`src/rtl/sr_excitation_gen_if.sv`:
```
// Handshake bundle between a target-word producer, the SR excitation generator and the SR flip-flop bank.
// Readback signals exist only when SR_READBACK_EN is defined.
interface sr_excitation_gen_if #(
  parameter int WIDTH = 8,
  parameter int CNT_W = 16
);
  logic [WIDTH-1:0] tgt;
  logic             tgt_valid;
  logic             tgt_ready;
  logic [WIDTH-1:0] s;
  logic [WIDTH-1:0] r;
  logic             sr_valid;
  logic             sr_ready;
  logic [WIDTH-1:0] shadow_q;
  logic [CNT_W-1:0] toggle_cnt;
`ifdef SR_READBACK_EN
  logic [WIDTH-1:0] q_fb;
  logic             mismatch;

  modport slave (
    input  tgt, tgt_valid, sr_ready, q_fb,
    output tgt_ready, s, r, sr_valid, shadow_q, toggle_cnt, mismatch
  );
  modport master (
    output tgt, tgt_valid, sr_ready, q_fb,
    input  tgt_ready, s, r, sr_valid, shadow_q, toggle_cnt, mismatch
  );
`else
  modport slave (
    input  tgt, tgt_valid, sr_ready,
    output tgt_ready, s, r, sr_valid, shadow_q, toggle_cnt
  );
  modport master (
    output tgt, tgt_valid, sr_ready,
    input  tgt_ready, s, r, sr_valid, shadow_q, toggle_cnt
  );
`endif
endinterface

```
`src/rtl/sr_excitation_gen.sv`:
```
// Turns requested register words into set/reset pulses for an SR flip-flop bank and tracks the bank state.
// Define SR_READBACK_EN to add a sticky q_fb versus shadow_q comparison.
module sr_excitation_gen #(
  parameter int WIDTH = 8,
  parameter int CNT_W = 16
) (
  input logic                clk,
  input logic                reset,
  sr_excitation_gen_if.slave bus
);

  localparam logic [1:0] IDLE    = 2'd0;
  localparam logic [1:0] DRIVE   = 2'd1;
  localparam logic [1:0] RELEASE = 2'd2;
  localparam int         PW      = $clog2(WIDTH + 1);

  logic [1:0]       state_reg;
  logic [WIDTH-1:0] s_reg;
  logic [WIDTH-1:0] r_reg;
  logic             sr_valid_reg;
  logic [WIDTH-1:0] tgt_latched_reg;
  logic [WIDTH-1:0] shadow_reg;
  logic [CNT_W-1:0] cnt_reg;

  logic [WIDTH-1:0] diff;
  logic [PW-1:0]    pop;
  logic [CNT_W:0]   sum;
  logic [CNT_W-1:0] cnt_next;

  genvar gi;
  generate
    for (gi = 0; gi < WIDTH; gi++) begin : g_diff
      assign diff[gi] = s_reg[gi] | r_reg[gi];
    end
  endgenerate

  always_comb begin
    pop = '0;
    for (int i = 0; i < WIDTH; i++) begin
      pop = pop + PW'(diff[i]);
    end
  end

  // Extra carry bit detects overflow so the counter sticks at all-ones.
  assign sum      = {1'b0, cnt_reg} + (CNT_W + 1)'(pop);
  assign cnt_next = sum[CNT_W] ? '1 : sum[CNT_W-1:0];

  always_ff @(posedge clk or negedge reset) begin
    if (!reset) begin
      state_reg       <= IDLE;
      s_reg           <= '0;
      r_reg           <= '0;
      sr_valid_reg    <= 1'b0;
      tgt_latched_reg <= '0;
      shadow_reg      <= '0;
      cnt_reg         <= '0;
    end else begin
      case (state_reg)
        IDLE: begin
          // An unchanged word is consumed without disturbing the bank.
          if (bus.tgt_valid && (bus.tgt != shadow_reg)) begin
            s_reg           <= bus.tgt & ~shadow_reg;
            r_reg           <= ~bus.tgt & shadow_reg;
            sr_valid_reg    <= 1'b1;
            tgt_latched_reg <= bus.tgt;
            state_reg       <= DRIVE;
          end
        end
        DRIVE: begin
          if (bus.sr_ready) begin
            shadow_reg   <= tgt_latched_reg;
            cnt_reg      <= cnt_next;
            s_reg        <= '0;
            r_reg        <= '0;
            sr_valid_reg <= 1'b0;
            state_reg    <= RELEASE;
          end
        end
        RELEASE: begin
          state_reg <= IDLE;
        end
        default: begin
          s_reg        <= '0;
          r_reg        <= '0;
          sr_valid_reg <= 1'b0;
          state_reg    <= IDLE;
        end
      endcase
    end
  end

`ifdef SR_READBACK_EN
  logic mismatch_reg;

  // Bank outputs have settled by RELEASE, so compare there and keep the flag until reset.
  always_ff @(posedge clk or negedge reset) begin
    if (!reset) begin
      mismatch_reg <= 1'b0;
    end else if ((state_reg == RELEASE) && (bus.q_fb != shadow_reg)) begin
      mismatch_reg <= 1'b1;
    end
  end

  assign bus.mismatch = mismatch_reg;
`endif

  assign bus.tgt_ready  = (state_reg == IDLE);
  assign bus.s          = s_reg;
  assign bus.r          = r_reg;
  assign bus.sr_valid   = sr_valid_reg;
  assign bus.shadow_q   = shadow_reg;
  assign bus.toggle_cnt = cnt_reg;

endmodule

```
`src/flat_wrapper.sv`:
```
// flat-port wrapper written by rule: the top's interface ports become plain ports
module sr_excitation_gen_flat 
#(
  parameter int WIDTH = 8,
  parameter int CNT_W = 16
)
  (clk, reset, bus_tgt, bus_tgt_valid, bus_sr_ready, bus_tgt_ready, bus_s, bus_r, bus_sr_valid, bus_shadow_q, bus_toggle_cnt);
  sr_excitation_gen_if #(.WIDTH(WIDTH), .CNT_W(CNT_W)) bus_i ();
  input logic clk;
  input logic reset;
  input wire logic [$bits(bus_i.tgt)-1:0] bus_tgt;
  input wire logic [$bits(bus_i.tgt_valid)-1:0] bus_tgt_valid;
  input wire logic [$bits(bus_i.sr_ready)-1:0] bus_sr_ready;
  output wire logic [$bits(bus_i.tgt_ready)-1:0] bus_tgt_ready;
  output wire logic [$bits(bus_i.s)-1:0] bus_s;
  output wire logic [$bits(bus_i.r)-1:0] bus_r;
  output wire logic [$bits(bus_i.sr_valid)-1:0] bus_sr_valid;
  output wire logic [$bits(bus_i.shadow_q)-1:0] bus_shadow_q;
  output wire logic [$bits(bus_i.toggle_cnt)-1:0] bus_toggle_cnt;
  assign bus_i.tgt = bus_tgt;
  assign bus_i.tgt_valid = bus_tgt_valid;
  assign bus_i.sr_ready = bus_sr_ready;
  assign bus_tgt_ready = bus_i.tgt_ready;
  assign bus_s = bus_i.s;
  assign bus_r = bus_i.r;
  assign bus_sr_valid = bus_i.sr_valid;
  assign bus_shadow_q = bus_i.shadow_q;
  assign bus_toggle_cnt = bus_i.toggle_cnt;
  sr_excitation_gen #(.WIDTH(WIDTH), .CNT_W(CNT_W)) u_core (.clk(clk), .reset(reset), .bus(bus_i));
endmodule
```
`config.mk`:
```
export PLATFORM = sky130hd
export DESIGN_NAME = sr_excitation_gen_flat
export DESIGN_NICKNAME = d
export VERILOG_FILES = /design/src/rtl/sr_excitation_gen_if.sv /design/src/rtl/sr_excitation_gen.sv /design/src/flat_wrapper.sv
export SDC_FILE = /design/constraint.sdc
export NUM_CORES = 1
export LEC_CHECK = 0
export BUFFER_PORTS_ARGS = -buffer_cell sky130_fd_sc_hd__buf_2
export CORE_ASPECT_RATIO = 1.5
export CORE_MARGIN = 3
export CORE_UTILIZATION = 55
export CTS_CLUSTER_DIAMETER = 50
export DETAILED_ROUTE_END_ITERATION = 7
export PLACE_DENSITY_LB_ADDON = 0.25
export SLEW_MARGIN = 20
export SYNTH_ARGS = -nofsm -noshare
export SYNTH_HDL_FRONTEND = slang
export SYNTH_SLANG_ARGS = --single-unit
```
`constraint.sdc`:
```
create_clock -name clk -period 6.4 [get_ports clk]
set_input_delay 0.64 -clock clk [delete_from_list [all_inputs] [get_ports clk]]
set_output_delay 0.64 -clock clk [all_outputs]
set_load 0.05 [all_outputs]
```
Yosys cells after proc, flatten, opt, wreduce, memory -nomap -nowiden
Index checks and enable logic that the tools add are counted.

Register bits after elaboration: 51. Output and inout bits: 42. Word-level logic and storage cells: 51.

$add $sub $neg: 8. Equal/unequal tests: 5. Multiplexer cells: 12. Bitwise logic cells: 13. Reductions and logical operators: 6.

Operators by type and width (number): one-hot mux 8 bit (3 select lines) (2); adder 4 x 1 -> 4 bit (6); 2-to-1 mux 8 bit (3); adder 16 x 4 -> 17 bit (1); AND 8 bit (2); 2-to-1 mux 16 bit (1); inverter 8 bit (2); != test 8 bit (1); bitwise OR 1 bit (8); AND reduction 2 bit (3); 2-to-1 mux 2 bit (2); one-hot mux 2 bit (2 select lines) (1); one-hot mux 1 bit (3 select lines) (1); AND reduction 3 bit (1); adder 1 x 1 -> 2 bit (1); equality test 2 x 1 -> 1 bit (second input constant) (1); equality test 2 bit (second input constant) (1); logical NOT 2 bit (1); 2-to-1 mux 1 bit (2); != test 2 x 1 -> 1 bit (second input constant) (1); != test 2 bit (second input constant) (1); logical AND 1 bit (1); inverter 1 bit (1).

Logic depth before layout (Yosys ltp)
Gate-level depths: netlist of run 1.

Depth after elaboration: 10. Mapped depth: 14. Gate-level depth less buffers: 14.

Worst setup path before layout of run 1
Ideal clock, no wire load.

Path kind: reg-to-reg. Start: reg u_core.r_reg[0], in the netlist u_core.bus.r[0]. End: reg u_core.cnt_reg[10], in the netlist u_core.bus.toggle_cnt[10]. Data arrival time: 4.712 ns. Data required time: 6.275 ns. Path slack: 1.564 ns. Stages on the path, launching flop included: 13. Path buffers: 0. Path through: dfrtp_1 or2_2 ha_1 fa_1 inv_1 fa_1 fa_1 fa_1 fa_1 nand2b_1 a2111oi_4 nand4_1 mux2_2.

Cells in the longest elaborated chain, start to end: 10.

RTL lines: from (decl) (line sr_excitation_gen.sv:19) `logic [WIDTH-1:0] r_reg;`; from (signal assigned) (line sr_excitation_gen.sv:63) `r_reg <= ~bus.tgt & shadow_reg;`; bitwise OR 1 bit (line sr_excitation_gen.sv:33) `assign diff[gi] = s_reg[gi] | r_reg[gi];`; adder 1 x 1 -> 2 bit (line sr_excitation_gen.sv:40) `pop = pop + PW'(diff[i]);`; adder 4 x 1 -> 4 bit (6 in series) (line sr_excitation_gen.sv:40); adder 16 x 4 -> 17 bit (line sr_excitation_gen.sv:45) `assign sum = {1'b0, cnt_reg} + (CNT_W + 1)'(pop);`; 2-to-1 mux 16 bit (line sr_excitation_gen.sv:46) `assign cnt_next = sum[CNT_W] ? '1 : sum[CNT_W-1:0];`; to (signal assigned) (line sr_excitation_gen.sv:72) `cnt_reg <= cnt_next;`; to (decl) (line sr_excitation_gen.sv:23) `logic [CNT_W-1:0] cnt_reg;`.

Every way passes these cells. A chain may end at the register's enable or synchronous reset.

Worst setup path in the final report of run 1
Start: reg u_core.r_reg[0], in the netlist u_core.bus.r[0]. End: reg u_core.cnt_reg[11], in the netlist u_core.bus.toggle_cnt[11].

The elaborated chain is that of the path after synthesis.

==> results by stage, run 1 <==
Logic synthesis:
- For this run, the leading register cell type out of synthesis is dfrtp_1.
- The synthesized netlist cell count is 288.
- The synthesized-area fraction occupied by ao, oa, aoi and oai cells is 0.103.
- The fraction of the mapped netlist area in simple logic gates is 0.214.
- Synthesis inferred 51 register bits.
- Of the total synthesized cell area, the portion taken by full adders, half adders and majority gates is 0.142.
- The multiplexer area fraction after synthesis is 0.0201.
- The cell area that synthesis handed to floorplanning was 2740 um^2.
- The number of enable-type register cells in the synthesized netlist is 0.
- The netlist uses 41 different library cells.
- The synthesized area divided by synthesized cell count is 9.51 um^2.
- The proportion of register bits with asynchronous set or reset after synthesis is 1.00.
- Of the post-synthesis cell area, the dominant cell type holds 0.466.
- Counting every net in the synthesized netlist gives 328.
- By area, the combinational part of the netlist is dominated by simple AND/OR/NAND/NOR gates.
- The largest total area in the synthesized netlist belongs to dfrtp_1.
- The xor and xnor fraction of the mapped netlist area is 0.00959.
- Yosys attributes the largest share of cell area to dfrtp_1, ha_1, nand2_1, nand3_1, fa_1.
- Of the synthesized area, sequential elements account for 0.466.
- For this run, the number of Yosys warnings is 0.

Global routing:
- Across every metal layer, demand over resource in global routing totals 0.208.
- The number of antenna violations at the first check in global routing is 0.
- The via count of the first global-routing pass is 2208.
- Entering global routing, the biggest net connects 33 pins.
- The met2 usage in global routing is 0.391.
- For this run the aggregate overflow at the end of global routing stands at 0.
- In this run the most used layer during global routing was met2.
- The first global-routing pass estimated 9800 um of wire.
- For this run, global-route usage on met1 was measured as 0.227.
- The met3 layer usage reported by global route is 0.0316.

Critical path:
- STA classifies the critical path startpoint as a flip-flop.
- Counting cells, the worst reg-to-reg path comes to 13.
- For this run, the slowest stage of the critical path takes 0.54 ns.
- The highest-delay cell along the critical path is fa_1.
- Traced cell by cell, the critical path runs through or2_2 -> ha_1 -> fa_1 -> inv_1 -> fa_1 -> fa_1 -> fa_1 -> inv_1 -> ha_1 -> a211o_1 -> a21oi_1 -> nor3b_1 -> mux2_2.
- The worst register-to-register path has a setup slack of 1.62 ns.
- Data on the critical path arrives at its endpoint at 4.97 ns.
- Data on the critical path is required at its endpoint by 6.59 ns.
- The worst setup path is of the flip-flop to flip-flop kind.
- STA classifies the critical path endpoint as a flip-flop.
- The maximum fanout count along the critical path is 9.
- The critical register-to-register path startpoint is u_core.bus.r[0].
- The capture instance of the worst register-to-register path is u_core.bus.toggle_cnt[11].
- The critical path's most frequent cell is fa_1.

Clocking:
- Clock-pin slew was measured on the worst setup and hold paths at 0.09 ns.
- In this run the clock root is driven by a clkbuf_8.
- The number of buffers inserted to repair setup after CTS is 0.
- For this design, the CTS-stage hold fixing added 0 buffers.
- TritonCTS built the clock tree.
- After clock tree synthesis, the repair step resized 0 gates.
- The clock sink count is 51.
- The H-tree was split into 2 levels.
- The maximum root-to-sink buffer count is 2.
- The latest clock arrival within the worst-skew pair is 0.29 ns.
- The number of clock buffers added by TritonCTS is 5.

Cells and area:
- The share of post-route cells with drive strength above 1 is 0.213.
- From synthesis to final layout, the design area changed by 16.4%.
- The design area is 3190 um^2.
- The finished layout holds 406 standard cells, fillers aside.
- The total area of multi-input combinational cells is 1340 um^2.
- The number of antenna diodes in the final layout is 0.
- The utilization of the core after routing is 0.685.
- The number of fill cells is 408.
- The register area is 1280 um^2.
- The most frequent standard cell in the layout excluding fill and tap cells is nand2_1.
- The final layout contains 382 nets.
- The register with the most flip-flops in the layout has 16 of them.
- The top cell types in the final layout, fill and taps aside, are nand2_1, buf_2, dfrtp_1, inv_1.

Hold path:
- The path class of the lowest-slack min-delay path is primary input to async pin.

Place:
- The placed cell area is 3080 um^2.
- The instance count after placement with tap cells included is 399.
- The final weighted congestion in routability-driven placement is 0.854.
- The port buffer count is 53.
- The HPWL after detailed placement is 4440 um.

Routing:
- The via density per instance is 5.57.
- The total vias in the final route is 2261.
- The pre-antenna-repair detailed-routing pass consisted of 7 iterations.
- The final layout contains routed wiring with a total length of 5790 um.
- The detail route stage leaves a number of antenna-violating nets equal to 0.
- The average routed wire per standard cell is 14.3 um.
- After detailed routing, the number of remaining DRC violations is 0.
- In this run, the number of DRC markers left after iteration 0 of detailed routing was 164.

Floorplan:
- The initial utilization of the core area, before any placement, comes to 0.588.
- The total core area is 4650 um^2.
- The die covers 5880 um^2.
- From bottom edge to top edge, the die measures 92.4 um.
- The I/O pin count is 54.
- In this run the horizontal extent of the chip is 63.6 um.
- The floorplan row count is 30.

Timing:
- In the final timing run, aggregate negative setup slack is 0 ns.
- Setup repair after global routing left no endpoint under its margin.
- The headroom to the max-slew limit is 0.523.
- For the pin with the worst max-slew slack, the measured transition is 0.715 ns.
- The top achievable clock speed is 0.209 GHz.
- The number of endpoints failing setup at the final stage is 0.
- The number of hold-slack violations in the final timing report came to 0.
- The clock period minus worst slack is 4.78 ns.
- The period utilization is 0.747.
- The total count of max-transition violations in the final report was 0.
- Across the routed clock network, the largest skew measured is 0.00354 ns.

Status:
- The run finished with clean final reports.

Run:
- The number of violations of the max-capacitance limit is 0.
==> critical path: cells and delay by family, from the launching register on <==
family / cells / cell delay (ns)
fa+ha+maj: 6 / 2.67
simple gates: 2 / 0.42
buf+inv: 2 / 0.11
compound gates: 2 / 0.78
mux: 1 / 0.29
flops: 1 / 0.40
==> worst max-delay path by stage <==
stage                    startpoint                        end  slack (ns)  cells after the start
floorplan           u_core.bus.r[0]  u_core.bus.toggle_cnt[10]        1.56                     12
global placement    u_core.bus.r[0]  u_core.bus.toggle_cnt[14]        1.71                     12
detailed placement  u_core.bus.r[0]  u_core.bus.toggle_cnt[11]        1.64                     13
CTS                 u_core.bus.r[0]  u_core.bus.toggle_cnt[11]        1.59                     13
global route        u_core.bus.r[0]  u_core.bus.toggle_cnt[11]        1.32                     13
finish              u_core.bus.r[0]  u_core.bus.toggle_cnt[11]        1.62                     13
==> area by class of cell <==
type,instances,area share
clock buffers,6,0.0228
clock inverters,1,0.00942
inverters,25,0.0294
multi-input cells,204,0.421
flip-flops and latches,51,0.400
well taps,64,0.0251
repair buffers,55,0.0919
==> synth_stat cells, types with 2 or more instances <==
| library cell | number |
|---|---|
| nand4_1 | 6 |
| o21ai_0 | 20 |
| o21a_1 | 3 |
| ha_1 | 23 |
| or2_2 | 5 |
| nor2_1 | 11 |
| fa_1 | 5 |
| or3_1 | 2 |
| nand3_1 | 23 |
| xor2_1 | 2 |
| and2_1 | 2 |
| inv_1 | 25 |
| nand2_1 | 62 |
| clkbuf_1 | 7 |
| mux2_2 | 4 |
| a31oi_1 | 3 |
| a21oi_1 | 7 |
| nor2b_1 | 2 |
| and3_1 | 3 |
| a211o_1 | 2 |
| dfrtp_1 | 51 |
==> cell families (layout without fill, tap and decap cells) <==
kind of cell | Yosys count | in the layout
AOI/OAI and AO/OA | 44 | 44
xor gates and xnor gates | 3 | 3
adders and majority gates | 28 | 28
buffers and inverters | 33 | 87
DFF | 51 | 51
muxes | 5 | 5
and+or+nand+nor | 124 | 124
==> per-stage QoR <==
stage | setup WS [ns] | hold WS (ns)
floorplan | 1.56 | 0.344
global placement | 1.71 | 0.456
finish | 1.62 | 0.290
CTS | 1.59 | 0.298
global route | 1.32 | 0.314
detailed placement | 1.64 | 0.470
==> metal layers <==
layer / vias to the layer above / share of wire
li1: 1077 / -
met1: 1111 / 0.39
met2: 59 / 0.54
met3: 14 / 0.040
met4: 0 / 0.026
met5: - / 0
Power of run 1 is not shown: default switching activity piles up to over one toggle a cycle in this logic, so the estimate is an artifact.
==> run 2: changes to the inputs <==
--- a/config.mk
+++ b/config.mk
@@ -8,7 +8,7 @@
 export BUFFER_PORTS_ARGS = -buffer_cell sky130_fd_sc_hd__buf_2
 export CORE_ASPECT_RATIO = 1.5
 export CORE_MARGIN = 3
-export CORE_UTILIZATION = 55
+export CORE_UTILIZATION = 50
 export CTS_CLUSTER_DIAMETER = 50
 export DETAILED_ROUTE_END_ITERATION = 7
 export PLACE_DENSITY_LB_ADDON = 0.25
==> constraint.sdc (replaced) <==
create_clock -name clk -period 4.3 [get_ports clk]
set_input_delay 0.43 -clock clk [delete_from_list [all_inputs] [get_ports clk]]
set_output_delay 0.43 -clock clk [all_outputs]
set_load 0.05 [all_outputs]
==> run 2 against run 1 <==
  * Clock-buffer cell count is 1 higher
  * Critical path type unchanged
  * Design area is 4.4% higher
  * Critical path depth is 1 lower
  * Flip-flop and latch count stayed put
  * Core utilization is 4.5 points lower
  * Clock skew is 0.0022 ns higher
  * Die area is 9.2% higher
  * Hold slack worse by 0.074 ns
  * Worst setup slack worse by 1.5 ns
  * Global-route usage is 0.092 points lower
==> results by stage, run 2 (synthesis gave the netlist of run 1 again) <==
Timing:
- The top achievable clock speed is 0.237 GHz (+13%).
- The worst hold-check slack is 0.216 ns (-0.0742 ns).
- The period utilization is 0.982 (+0.235).
- The total count of max-transition violations in the final report is 0 (unchanged).
- The largest clock skew in the final design is 0.00578 ns (+0.00224 ns).
- The final setup TNS is 0 ns (unchanged).
- The clock period minus worst slack came to 4.22 ns (-0.556 ns).
- The headroom to the max-slew limit is 0.333 (-0.190).
- The number of hold-slack violations in the final timing report is 0 (unchanged).
- The number of endpoints failing setup at the final stage is 0 (unchanged).
- The transition at the pin with the smallest max-transition slack is 0.996 ns (+0.281 ns).
- Setup repair after global routing could not meet its margin everywhere.

Clocking:
- The clock sink count is 51 (unchanged).
- The clock input transition at the sequential cells of the worst setup and hold paths is 0.09 ns (about the same).
- The total clock buffers created by CTS is 5 (unchanged).
- The latest clock arrival within the worst-skew pair is 0.31 ns (+0.02 ns).
- The clock root buffer is clkbuf_8.
- The maximum root-to-sink buffer count was 2 (unchanged).
- The count of H-tree levels built during CTS came to 2 (unchanged).
- TritonCTS built the clock tree.

Cells and area:
- The final standard cell count with taps included and fillers excluded was 423 (+4.2%).
- The library cell used most frequently in the layout, excluding fill and tap cells, is nand2_1.
- The area overhead of the layout relative to synthesis is 21.5%.
- The total number of nets in the final design came to 394 (+3.1%).
- The top cell types in the final layout, fill and taps aside, are nand2_1, buf_2, dfrtp_1, inv_1, nand3_1.
- The share of post-route cells with drive strength above 1 is 0.276 (+0.0626).
- The diode insertion count for antenna repair is 0 (unchanged).
- The number of flip-flops in the largest register came to 16 (unchanged).
- The design area was 3330 um^2 (+4.4%).

Routing:
- The starting DRC count in detailed routing is 126 (-23%).
- The count of unresolved DRC violations after routing is 0 (unchanged).
- The number of routed nets with antenna violations is 0 (unchanged).
- The iteration count of the initial detailed-routing pass is 4 (-3).
- The via density per instance is 5.36 (-3.8%).
- The average routed wire per standard cell is 14.6 um (+2.2%).
- The routed wire length is 6170 um (+6.5%).
- The total vias in the final route is 2266 (+0.22%).

Global routing:
- The aggregate global routing overflow is 0 (unchanged).
- The met3 layer usage reported by global route is 0.0383 (+0.00677).
- The first-pass GRT wire length was 10400 um (+6.3%).
- The met2 usage in global routing was 0.360 (-0.0302).
- The via count of the first global-routing pass came to 2312 (+4.7%).
- The most congested layer reported by global routing is met2.
- The maximum number of pins on one net before global-route repair came to 52 (+58%).
- The total routing usage reported by global routing is 0.207 (-0.000916).
- The number of antenna violations at the first check in global routing is 0 (unchanged).
- The met1 usage in global routing was 0.238 (+0.0101).

Floorplan:
- The die area is 6420 um^2 (+9.2%).
- The die boundary height came to 96.6 um (+4.6%).
- The initial cell density of the core is 0.526 (-0.0622).
- The floorplan row count was 32 (+6.7%).
- The I/O pin count was 54 (unchanged).
- The horizontal extent of the die is 66.4 um (+4.4%).
- The total core area is 5200 um^2 (+12%).

Hold path:
- The path class of the lowest-slack min-delay path is primary input to async pin.

Critical path:
- The type of the worst setup path is flip-flop to flip-flop.
- The worst stage delay on the critical path was 0.48 ns (-0.06 ns).
- Among the stages of the critical path, the cell type that occurs most often is fa_2.
- The data required time at the worst endpoint is 4.50 ns (-2.09 ns).
- The launching element type of the critical path is a flip-flop.
- The maximum fanout count along the critical path is 3 (-6).
- The signal arrival time at the worst endpoint is 4.42 ns (-0.55 ns).
- The critical path buffer and inverter count is 1 (-1).
- The worst setup path is captured at a flip-flop.
- The cell family contributing the most delay on the critical path is adder cells.
- The highest-delay cell along the critical path is fa_1.
- The critical path goes through or2_4 -> ha_4 -> fa_1 -> inv_1 -> fa_1 -> fa_2 -> fa_2 -> fa_2 -> nand2b_4 -> a2111oi_4 -> nand4_1 -> mux2_4.

Place:
- The placed cell area is 3180 um^2 (+3.2%).
- The port buffer count is 53 (unchanged).
- The instance count after placement with tap cells included is 412 (+3.3%).
- The final weighted congestion in routability-driven placement is 0.822 (-3.8%).
- The HPWL after detailed placement is 4650 um (+4.7%).

Run:
- The number of violations of the max-capacitance limit is 0 (unchanged).

Status:
- The run finished with clean final reports.
## run 2: changes by cell type in the layout (fill, tap and decap cells not counted), moves of 3 or more
cell / before / now
ha_1: 23 / 20
fa_2: 0 / 3
dfrtp_2: 0 / 4
buf_4: 1 / 14
fa_1: 5 / 2
dfrtp_1: 51 / 47
## run 2: per-layer routing
layer	share of wire	wire, um
met2	0.53	3260
met4	0.033	201
met1	0.40	2460
met3	0.040	248
met5	0	0
## run 2: metrics by stage
stage	utilization	worst slack, ns
2_1_floorplan	-	-0.121
5_1_grt	0.639	-0.0770
3_3_place_gp	0.612	0.0383
6_report	0.639	0.0774
4_1_cts	0.632	0.0316
3_5_place_dp	0.612	-0.0750
## run 2: final timing paths
path / from / endpoint / slack (ns) / cells past startpoint
setup / recovery: u_core.bus.s[1] / u_core.bus.toggle_cnt[10] / 0.08 / 12
hold / removal: reset / u_core.bus.toggle_cnt[8] / 0.22 / 2
setup reg to reg: u_core.bus.s[1] / u_core.bus.toggle_cnt[10] / 0.08 / 12
hold reg to reg: u_core.tgt_latched_reg[0] / u_core.tgt_latched_reg[0] / 0.49 / 2
max in group asynchronous: reset / u_core.bus.s[0] / 3.59 / 2
min in group clk: bus_tgt[0] / u_core.tgt_latched_reg[0] / 0.41 / 3
## run 2: cell type report
cell class                 instances  area [um^2]
fill                             477         1880
multi-input combinational        204         1410
sequential                        51         1280
timing repair buffer              67          370
inverter                          25         93.8
clock buffer                       7         86.3
tap                               68         85.1
clock inverter                     1         5.00
## run 2: repair_timing
item / in CTS / in global routing
pin swaps: 2 / 3
hold buffers: 0 / 0
gates resized for setup: 1 / 5
setup endpoints to repair: 4 / 10
buffers inserted: 1 / 2
Power of run 2 is left out for the same reason.
==> run 3: changes to the inputs <==
--- a/config.mk
+++ b/config.mk
@@ -9,8 +9,8 @@
 export CORE_ASPECT_RATIO = 1.5
 export CORE_MARGIN = 3
 export CORE_UTILIZATION = 50
-export CTS_CLUSTER_DIAMETER = 50
 export DETAILED_ROUTE_END_ITERATION = 7
+export MAX_ROUTING_LAYER = met4
 export PLACE_DENSITY_LB_ADDON = 0.25
 export SLEW_MARGIN = 20
 export SYNTH_ARGS = -nofsm -noshare
==> run 3 against run 2 <==
  * Clock skew barely moved
  * Final cell count did not move
  * Via count rose by 0.97%
  * Die area did not move
  * Critical path type unchanged
  * Critical endpoint unchanged
  * Highest routed layer unchanged
==> results by stage, run 3 (synthesis gave the netlist of run 1 again) <==
Critical path:
- The critical path in this run is classified as flip-flop to flip-flop.
- The signal arrival time at the worst endpoint came to 4.42 ns (about the same).
- The data required time at the worst endpoint is 4.50 ns (about the same).
- The worst setup path is captured at a flip-flop.
- The worst setup path is launched from a flip-flop.
- The maximum fanout count along the critical path is 3 (unchanged).

Timing:
- The transition at the pin with the smallest max-transition slack is 1.03 ns (+0.0327 ns).
- The number of hold-slack violations in the final timing report was 0 (unchanged).
- Setup repair after global routing could not meet its margin everywhere.
- The headroom to the max-slew limit came to 0.311 (-0.0219).
- The final setup TNS was 0 ns (unchanged).
- The top achievable clock speed came to 0.237 GHz (+0.10%).
- The worst hold-check slack is 0.226 ns (+0.0103 ns).
- The clock period minus worst slack is 4.22 ns (-0.00425 ns).
- The largest clock skew in the final design came to 0.00590 ns (+0.000124 ns).
- The period utilization was 0.981 (-0.000989).
- The number of endpoints failing setup at the final stage came to 0 (unchanged).
- The total count of max-transition violations in the final report is 0 (unchanged).

Routing:
- The average routed wire per standard cell is 14.6 um (-0.15%).
- The total vias in the final route is 2288 (+0.97%).
- The iteration count of the initial detailed-routing pass is 4 (unchanged).
- The via density per instance is 5.41 (+0.97%).
- The routed wire length was 6160 um (-0.15%).
- The number of routed nets with antenna violations is 0 (unchanged).
- The count of unresolved DRC violations after routing came to 0 (unchanged).
- The starting DRC count in detailed routing is 110 (-13%).

Global routing:
- The aggregate global routing overflow is 0 (unchanged).
- The first-pass GRT wire length is 10400 um (+0.13%).
- The via count of the first global-routing pass is 2317 (+0.22%).
- The maximum number of pins on one net before global-route repair is 52 (unchanged).
- The number of antenna violations at the first check in global routing came to 0 (unchanged).
- The total routing usage reported by global routing is 0.213 (+0.00612).

Floorplan:
- The die boundary height is 96.6 um (unchanged).
- The die area is 6420 um^2 (unchanged).
- The floorplan row count is 32 (unchanged).
- The horizontal extent of the die was 66.4 um (unchanged).
- The initial cell density of the core is 0.526 (unchanged).
- The total core area is 5200 um^2 (unchanged).
- The I/O pin count was 54 (unchanged).

Place:
- The instance count after placement with tap cells included was 412 (unchanged).
- The HPWL after detailed placement is 4650 um (unchanged).
- The port buffer count is 53 (unchanged).
- The final weighted congestion in routability-driven placement is 0.834 (+1.5%).

Clocking:
- The total clock buffers created by CTS was 5 (unchanged).
- The count of hold-fix buffers inserted at cts is 0 (unchanged).
- The latest clock arrival within the worst-skew pair is 0.31 ns (about the same).
- Clock tree synthesis selected as its root buffer the cell clkbuf_8.
- The TritonCTS clock tree is done.
- The clock input transition at the sequential cells of the worst setup and hold paths is 0.09 ns (about the same).
- The maximum root-to-sink buffer count is 2 (unchanged).
- The clock sink count is 51 (unchanged).
- The count of H-tree levels built during CTS is 2 (unchanged).

Cells and area:
- The utilization of the core after routing is 0.639 (unchanged).
- The area overhead of the layout relative to synthesis is 21.5% (unchanged).
- The diode insertion count for antenna repair was 0 (unchanged).
- The number of flip-flops in the largest register came to 16 (unchanged).
- The final standard cell count with taps included and fillers excluded is 423 (unchanged).
- The most frequent standard cell in the layout excluding fill and tap cells is nand2_1.
- The share of post-route cells with drive strength above 1 came to 0.276 (unchanged).
- The total number of nets in the final design is 394 (unchanged).
- The top cell types in the final layout, fill and taps aside, are nand2_1, buf_2, dfrtp_1, inv_1, nand3_1.

Run:
- The number of violations of the max-capacitance limit is 0 (unchanged).

Hold path:
- The tightest min-delay check is of the primary input to async pin type.

Status:
- The run finished with clean final reports.
## run 3: metal layers
layer	wire, um	vias up	GRT usage
li1	-	1101	-
met2	3290	64	0.360
met4	201	0	0.0939
met5	0	-	-
met1	2370	1106	0.240
met3	294	17	0.0372
## run 3: path summary, 6_finish.rpt
| check | start | endpoint | slack [ns] | depth (start not counted) |
|---|---|---|---|---|
| setup reg to reg | u_core.bus.s[1] | u_core.bus.toggle_cnt[10] | 0.08 | 12 |
| setup / recovery | u_core.bus.s[1] | u_core.bus.toggle_cnt[10] | 0.08 | 12 |
| min in group clk | bus_tgt[0] | u_core.tgt_latched_reg[0] | 0.41 | 3 |
| hold reg to reg | u_core.tgt_latched_reg[4] | u_core.tgt_latched_reg[4] | 0.48 | 2 |
| hold / removal | reset | u_core.bus.toggle_cnt[9] | 0.23 | 2 |
| max in group asynchronous | reset | u_core.bus.s[0] | 3.57 | 2 |
## run 3: critical path, cell delays in order, from the launching register on
cell,delay (ns)
dfrtp_2,0.41
or2_4,0.26
ha_4,0.23
fa_1,0.48
inv_1,0.05
fa_1,0.46
fa_2,0.37
fa_2,0.45
fa_2,0.37
nand2b_4,0.17
a2111oi_4,0.38
nand4_1,0.17
mux2_4,0.32
## run 3: cell type report
class / instances / area (um^2)
Sequential cell: 51 / 1280
Tap cell: 68 / 85.1
Inverter: 25 / 93.8
Timing Repair Buffer: 67 / 370
Multi-Input combinational cell: 204 / 1410
Clock inverter: 1 / 5.00
Clock buffer: 7 / 86.3
Fill cell: 477 / 1880
## run 3: through the flow
stage / cell area [um^2] / setup slack [ns]
3_5_place_dp: 3180 / -0.0750
3_3_place_gp: 3180 / 0.0383
5_1_grt: 3330 / -0.0770
4_1_cts: 3290 / 0.0316
6_report: 3330 / 0.0817
2_1_floorplan: 2780 / -0.121
## run 3: timing repair
action,4_1_cts,5_1_grt
setup endpoints to repair,4,10
pin swaps,2,3
gates resized for setup,1,5
setup buffers,1,2
Power of run 3 is left out for the same reason.
